`config.mk`:
```
export PLATFORM = sky130hd
export DESIGN_NAME = axi_demux
export DESIGN_NICKNAME = d
export VERILOG_FILES = /design/src/rtl/axi_demux_pkg.sv /design/src/rtl/axi_demux.sv
export SDC_FILE = /design/constraint.sdc
export NUM_CORES = 1
export LEC_CHECK = 0
export ABC_CLOCK_PERIOD_IN_PS = 5120
export BUFFER_PORTS_ARGS = -buffer_cell sky130_fd_sc_hd__buf_4
export CORE_AREA = 2 2 243 245
export DETAILED_ROUTE_END_ITERATION = 6
export DIE_AREA = 0 0 245 247
export GPL_TIMING_DRIVEN = 1
export PLACE_DENSITY_LB_ADDON = 0.2
export SKIP_CTS_REPAIR_TIMING = 1
export SYNTH_ARGS = -nofsm -noshare
export SYNTH_HDL_FRONTEND = slang
export SYNTH_SLANG_ARGS = --single-unit
```
`constraint.sdc`:
```
create_clock -name ACLK -period 5.12 [get_ports ACLK]
set_input_delay 0 -clock ACLK [delete_from_list [all_inputs] [get_ports ACLK]]
set_output_delay 0 -clock ACLK [all_outputs]
set_load 0.02 [all_outputs]
```
`src/rtl/axi_demux_pkg.sv`:
```
// AXI bus payload types shared by the demux and its neighbours.
// One mosi/miso struct pair carries all five channels of a port.
package axi_demux_pkg;

   localparam int unsigned AXI_DATA_WIDTH = 32;
   localparam int unsigned ID_W_WIDTH     = 4;
   localparam int unsigned ID_R_WIDTH     = 4;
   localparam int unsigned ADDR_WIDTH     = 16;
   localparam int unsigned STRB_WIDTH     = AXI_DATA_WIDTH / 8;

   typedef struct packed {
      logic [ID_W_WIDTH-1:0]     awid;
      logic [ADDR_WIDTH-1:0]     awaddr;
      logic [7:0]                awlen;
      logic [2:0]                awsize;
      logic [1:0]                awburst;
      logic                      awvalid;
      logic [AXI_DATA_WIDTH-1:0] wdata;
      logic [STRB_WIDTH-1:0]     wstrb;
      logic                      wlast;
      logic                      wvalid;
      logic                      bready;
      logic [ID_R_WIDTH-1:0]     arid;
      logic [ADDR_WIDTH-1:0]     araddr;
      logic [7:0]                arlen;
      logic [2:0]                arsize;
      logic [1:0]                arburst;
      logic                      arvalid;
      logic                      rready;
   } axi_mosi_t;

   typedef struct packed {
      logic                      awready;
      logic                      wready;
      logic [ID_W_WIDTH-1:0]     bid;
      logic [1:0]                bresp;
      logic                      bvalid;
      logic                      arready;
      logic [ID_R_WIDTH-1:0]     rid;
      logic [AXI_DATA_WIDTH-1:0] rdata;
      logic [1:0]                rresp;
      logic                      rlast;
      logic                      rvalid;
   } axi_miso_t;

endpackage

```
`src/rtl/axi_demux.sv`:
```
// 1-to-N AXI splitter: address-decoded AW/AR, W steered by an AW-order FIFO,
// one active destination per direction so B/R stay ordered without ID remap.
module axi_demux #(
   parameter int unsigned OUTPUT_NUM      = 3,
   parameter int unsigned AXI_DATA_WIDTH  = axi_demux_pkg::AXI_DATA_WIDTH,
   parameter int unsigned ID_W_WIDTH      = axi_demux_pkg::ID_W_WIDTH,
   parameter int unsigned ID_R_WIDTH      = axi_demux_pkg::ID_R_WIDTH,
   parameter int unsigned ADDR_WIDTH      = axi_demux_pkg::ADDR_WIDTH,
   parameter logic [ADDR_WIDTH-1:0] ADDR_ROUTING [2*(OUTPUT_NUM-1)] =
      '{16'h0000, 16'h3FFF, 16'h4000, 16'h7FFF},
   parameter int unsigned W_FIFO_LEN      = 4,
   parameter int unsigned MAX_OUTSTANDING = 8
) (
   input  logic                     ACLK,
   input  logic                     ARESETn,
   input  axi_demux_pkg::axi_mosi_t s_axi_i,
   output axi_demux_pkg::axi_miso_t s_axi_o,
   output axi_demux_pkg::axi_mosi_t m_axi_o [OUTPUT_NUM],
   input  axi_demux_pkg::axi_miso_t m_axi_i [OUTPUT_NUM]
);

   localparam int unsigned PORT_W  = $clog2(OUTPUT_NUM);
   localparam int unsigned CNT_W   = $clog2(MAX_OUTSTANDING + 1);
   localparam int unsigned PTR_W   = $clog2(W_FIFO_LEN);
   localparam int unsigned FIFO_AW = PTR_W + 1;

   logic [CNT_W-1:0]   wr_cnt, rd_cnt;
   logic [PORT_W-1:0]  wr_port, rd_port;
   logic [FIFO_AW-1:0] wptr, rptr;
   logic [PORT_W-1:0]  fifo_mem [W_FIFO_LEN];
   logic [PORT_W-1:0]  aw_port, ar_port, w_head;
   logic               fifo_full, fifo_empty, wr_busy, rd_busy;
   logic               aw_ok, ar_ok;
   logic               aw_hs, w_last_hs, b_hs, ar_hs, r_last_hs;

   // Lowest matching range wins; anything unmatched goes to the last port.
   function automatic logic [PORT_W-1:0] decode(input logic [ADDR_WIDTH-1:0] addr);
      decode = PORT_W'(OUTPUT_NUM - 1);
      for (int j = int'(OUTPUT_NUM) - 2; j >= 0; j--) begin
         if (addr >= ADDR_ROUTING[2*j] && addr <= ADDR_ROUTING[2*j+1])
            decode = PORT_W'(j);
      end
   endfunction

   assign aw_port    = decode(s_axi_i.awaddr);
   assign ar_port    = decode(s_axi_i.araddr);
   assign fifo_empty = (wptr == rptr);
   assign fifo_full  = (wptr == {~rptr[PTR_W], rptr[PTR_W-1:0]});
   assign w_head     = fifo_mem[rptr[PTR_W-1:0]];
   assign wr_busy    = (wr_cnt != '0);
   assign rd_busy    = (rd_cnt != '0);

   // Reset gates acceptance so nothing leaks downstream while ARESETn is low.
   assign aw_ok = ARESETn && !fifo_full && (wr_cnt < CNT_W'(MAX_OUTSTANDING)) &&
                  (!wr_busy || wr_port == aw_port);
   assign ar_ok = ARESETn && (rd_cnt < CNT_W'(MAX_OUTSTANDING)) &&
                  (!rd_busy || rd_port == ar_port);

   assign aw_hs     = s_axi_i.awvalid && aw_ok && m_axi_i[aw_port].awready;
   assign w_last_hs = !fifo_empty && s_axi_i.wvalid && s_axi_i.wlast && m_axi_i[w_head].wready;
   assign b_hs      = wr_busy && m_axi_i[wr_port].bvalid && s_axi_i.bready;
   assign ar_hs     = s_axi_i.arvalid && ar_ok && m_axi_i[ar_port].arready;
   assign r_last_hs = rd_busy && m_axi_i[rd_port].rvalid && s_axi_i.rready &&
                      m_axi_i[rd_port].rlast;

   // Outstanding tracking and W-route pointers.
   always_ff @(posedge ACLK or negedge ARESETn) begin
      if (!ARESETn) begin
         wr_cnt  <= '0;
         rd_cnt  <= '0;
         wr_port <= '0;
         rd_port <= '0;
         wptr    <= '0;
         rptr    <= '0;
      end else begin
         wr_cnt <= wr_cnt + CNT_W'(aw_hs) - CNT_W'(b_hs);
         rd_cnt <= rd_cnt + CNT_W'(ar_hs) - CNT_W'(r_last_hs);
         if (aw_hs) begin
            wr_port <= aw_port;
            wptr    <= wptr + FIFO_AW'(1);
         end
         if (ar_hs)
            rd_port <= ar_port;
         if (w_last_hs)
            rptr <= rptr + FIFO_AW'(1);
      end
   end

   always_ff @(posedge ACLK) begin
      if (aw_hs)
         fifo_mem[wptr[PTR_W-1:0]] <= aw_port;
   end

   // Upstream responses come from the active destination of each direction.
   always_comb begin
      s_axi_o         = '0;
      s_axi_o.awready = aw_ok && m_axi_i[aw_port].awready;
      s_axi_o.wready  = !fifo_empty && m_axi_i[w_head].wready;
      s_axi_o.bvalid  = wr_busy && m_axi_i[wr_port].bvalid;
      s_axi_o.bid     = ID_W_WIDTH'(m_axi_i[wr_port].bid);
      s_axi_o.bresp   = m_axi_i[wr_port].bresp;
      s_axi_o.arready = ar_ok && m_axi_i[ar_port].arready;
      s_axi_o.rvalid  = rd_busy && m_axi_i[rd_port].rvalid;
      s_axi_o.rid     = ID_R_WIDTH'(m_axi_i[rd_port].rid);
      s_axi_o.rdata   = AXI_DATA_WIDTH'(m_axi_i[rd_port].rdata);
      s_axi_o.rresp   = m_axi_i[rd_port].rresp;
      s_axi_o.rlast   = m_axi_i[rd_port].rlast;
   end

   // Payload is broadcast; only the selected port sees VALID/READY.
   always_comb begin
      for (int i = 0; i < int'(OUTPUT_NUM); i++) begin
         m_axi_o[i]         = '0;
         m_axi_o[i].awid    = ID_W_WIDTH'(s_axi_i.awid);
         m_axi_o[i].awaddr  = ADDR_WIDTH'(s_axi_i.awaddr);
         m_axi_o[i].awlen   = s_axi_i.awlen;
         m_axi_o[i].awsize  = s_axi_i.awsize;
         m_axi_o[i].awburst = s_axi_i.awburst;
         m_axi_o[i].awvalid = s_axi_i.awvalid && aw_ok && (aw_port == PORT_W'(i));
         m_axi_o[i].wdata   = AXI_DATA_WIDTH'(s_axi_i.wdata);
         m_axi_o[i].wstrb   = s_axi_i.wstrb;
         m_axi_o[i].wlast   = s_axi_i.wlast;
         m_axi_o[i].wvalid  = !fifo_empty && s_axi_i.wvalid && (w_head == PORT_W'(i));
         m_axi_o[i].bready  = wr_busy && s_axi_i.bready && (wr_port == PORT_W'(i));
         m_axi_o[i].arid    = ID_R_WIDTH'(s_axi_i.arid);
         m_axi_o[i].araddr  = ADDR_WIDTH'(s_axi_i.araddr);
         m_axi_o[i].arlen   = s_axi_i.arlen;
         m_axi_o[i].arsize  = s_axi_i.arsize;
         m_axi_o[i].arburst = s_axi_i.arburst;
         m_axi_o[i].arvalid = s_axi_i.arvalid && ar_ok && (ar_port == PORT_W'(i));
         m_axi_o[i].rready  = rd_busy && s_axi_i.rready && (rd_port == PORT_W'(i));
      end
   end

endmodule

```
==> metrics.txt <==
Synth area leader buf_4; Synth async-reset ratio 0.692; largest net degree at the start of global routing between 40 and 50; status finished, final reports clean; Seq cells post-synth 26; Net Switching around 1.3 mW; Crit Path Class flop to flop; maximum buffer depth of the clock tree 2; crit path DAT 3.24 ns; Syn Std Cell Area ~5000 sq um; CTS sink count 26; Area Growth Syn to Fin 10.6%; maxcap violations 0; share of layout cells above drive strength 1 0.485; Worst Hold Class input pin to primary output; synth top area cells buf_4, mux2i_1, dfrtp_1; slowest stage delay, CP 0.55 ns; vias per inst 2.58; Hold Fails Final Rpt 0; Pre-Repair DR Iteration Count 4; prevailing post-synth register cell dfrtp_1; Yosys top cell area share 0.464; post-route non-filler standard cell count about 1300; Core ar. 58200 sq um; Seq pwr share 0.172; layout net count 826; r2r worst-path depth 11; Worst-Margin Slew about 0.65 ns; Power Total between 2 and 2.5 mW; root buf cell clkbuf_16; Post-synth top cells buf_4, nand2_1, mux2i_1; initial antenna violation count 2; drt wl/cell 14.8 um; sequential area share after synthesis 0.138; Sw Share 0.510; Synth Area per Inst 7.99 sq um; RSZ-0062 raised after global routing no; gr usage total 0.0595; fmax 324 MHz; Worst Skew roughly 0.0046 ns; pre-CTS setup slack 1.89 ns; Placer Congestion 0.638; Startpoint Class flop; hold path depth 0; number of fillers in the final layout a little under 7000; number of synthesized flops with an enable pin 8; CTS tree yes; Die Ht 247 um; clock power share 0.096; Syn Nets between 900 and 1000; GRT overflow 0; Post-Syn Instances 626; port buffer count 241; Slew headroom 0.561; # diodes 0; FP Rows 89; # setup viols final 0; Final WS setup 2.04 ns; CTS clock-pin slew for the worst setup and hold paths 0.07 ns; number of I/O pins 634; setup TNS 0 ns; Critical Path, Cell by Cell inv_1 > ha_1 > nor3b_1 > a21oi_1 > a211oi_4 > inv_1 > ha_1 > inv_1 > ha_1 > fa_1 > xor2_1; vias in the first global route 3509; Routed WL between 15000 and 20000 um; CP max FO 8; Die X 245 um; cell leakage power 2.31 nW; Req. time, crit path 5.28 ns; Final Cycle Share 0.602; count leader, synth buf_4; first-pass GRT wire length 25800 um; P_int 1.22 mW; CTS Buf Count 3; Final ANT Viol Nets 0; count of cell types in the netlist 41; DRC Markers 0; VDD IR max 0.168 mV; detailed placer's ending HPWL ~17000 um; combinational cell fraction of total power 0.732; DR iter-0 viols around 140; Worst setup EP type flop; Starting Density 0.0858; PwrDens ~450 nW/um^2; CP max-delay cell nor3b_1; via count ~3400; Max Slew Vio Count 0; worst skew pair latency about 0.27 ns; Die ar. 60500 sq um; DP Cell Count 1316; post-layout min period 3.08 ns; synth warn 0; CTS H-tree lvls 1
[worst max-delay path, delay by kind of cell (launching register included)]
family	cells	cell delay, ns
compound gates	2	0.69
xor+xnor	1	0.17
fa+ha+maj	4	0.98
buf+inv	3	0.18
flops	1	0.38
simple gates	1	0.55
[cell families (layout without fill, tap and decap cells)]
logic type / Yosys count / count (layout) / synth area share
AO/OA/AOI/OAI: 66 / 66 / 0.0801
XOR/XNOR: 14 / 14 / 0.0245
adder cells (fa/ha/maj): 17 / 17 / 0.0455
multiplexers: 60 / 60 / 0.128
flip-flops: 26 / 26 / 0.138
AND/OR/NAND/NOR: 95 / 95 / 0.0881
buffers and inverters: 348 / 270 / 0.495
[registers in the layout, indices dropped and copies added (netlist names)]
signal / cells
fifo_mem: 8
rd_cnt: 4
rd_port: 2
rptr: 3
wptr: 3
wr_cnt: 4
wr_port: 2
[power by group through the flow]
stage	Clock (mW)	Sequential [mW]	Combinational [mW]
2_1_floorplan	0	0.346	1.47
3_3_place_gp	0	0.442	1.91
3_5_place_dp	0	0.444	1.90
4_1_cts	0.255	0.440	1.91
5_1_grt	0.263	0.454	2.04
6_report	0.240	0.430	1.83
[path summary, 6_finish.rpt]
| path | from | slack (ns) | endpoint |
|---|---|---|---|
| worst max-delay path | wr_cnt[3] | 2.04 | wr_cnt[2] |
| worst min-delay path | s_axi_i[39] | 0.000005 | m_axi_o[255] |
| worst max register to register | wr_cnt[3] | 2.04 | wr_cnt[2] |
| worst min register to register | wptr[2] | 0.50 | wptr[2] |
| max in group asynchronous | ARESETn | 4.70 | rd_port[1] |
| min in group asynchronous | ARESETn | 0.16 | wr_port[1] |
[area by class of cell]
class	count	area, sq um	share of cell area
Clock buffer	3	75.1	0.0136
Clock inverter	1	30.0	0.00543
Inverter	20	75.1	0.0136
Multi-Input combinational cell	252	1840	0.333
Sequential cell	26	696	0.126
Tap cell	773	967	0.175
Timing Repair Buffer	246	1850	0.334
[per-stage QoR]
| stage | cell area [sq um] | hold slack, ns | util |
|---|---|---|---|
| 5_1_grt | 5530 | 0.0000577 | 0.0950 |
| 3_5_place_dp | 5420 | -0.0809 | 0.0930 |
| 4_1_cts | 5520 | -0.385 | 0.0948 |
| 3_3_place_gp | 5420 | -0.0724 | 0.0930 |
| 2_1_floorplan | 5000 | -0.296 | - |
| 6_report | 5530 | 0.00000473 | 0.0950 |
[layout by cell type (no fill, tap or decap), types with 2 or more instances in the layout]
master,instances
buf_4,245
nor4_1,2
dfrtp_1,16
nor3b_1,6
fa_1,2
nor2_1,13
inv_1,20
nand2b_1,2
ha_1,15
a21o_1,4
and2_1,5
clkbuf_16,3
edfxtp_1,8
a21oi_1,5
nand2_1,50
nor3_1,5
xor2_1,5
xnor2_1,9
nor2b_1,8
mux4_2,2
o21ai_0,47
mux2_2,7
mux2i_1,49
[routing by layer]
| layer | part of all wire | global-route usage |
|---|---|---|
| met5 | 0.00046 | 0 |
| met4 | 0.064 | 0.0404 |
| met3 | 0.16 | 0.0434 |
| met2 | 0.43 | 0.0835 |
| met1 | 0.35 | 0.0621 |
(Power assumes the default switching activity.)
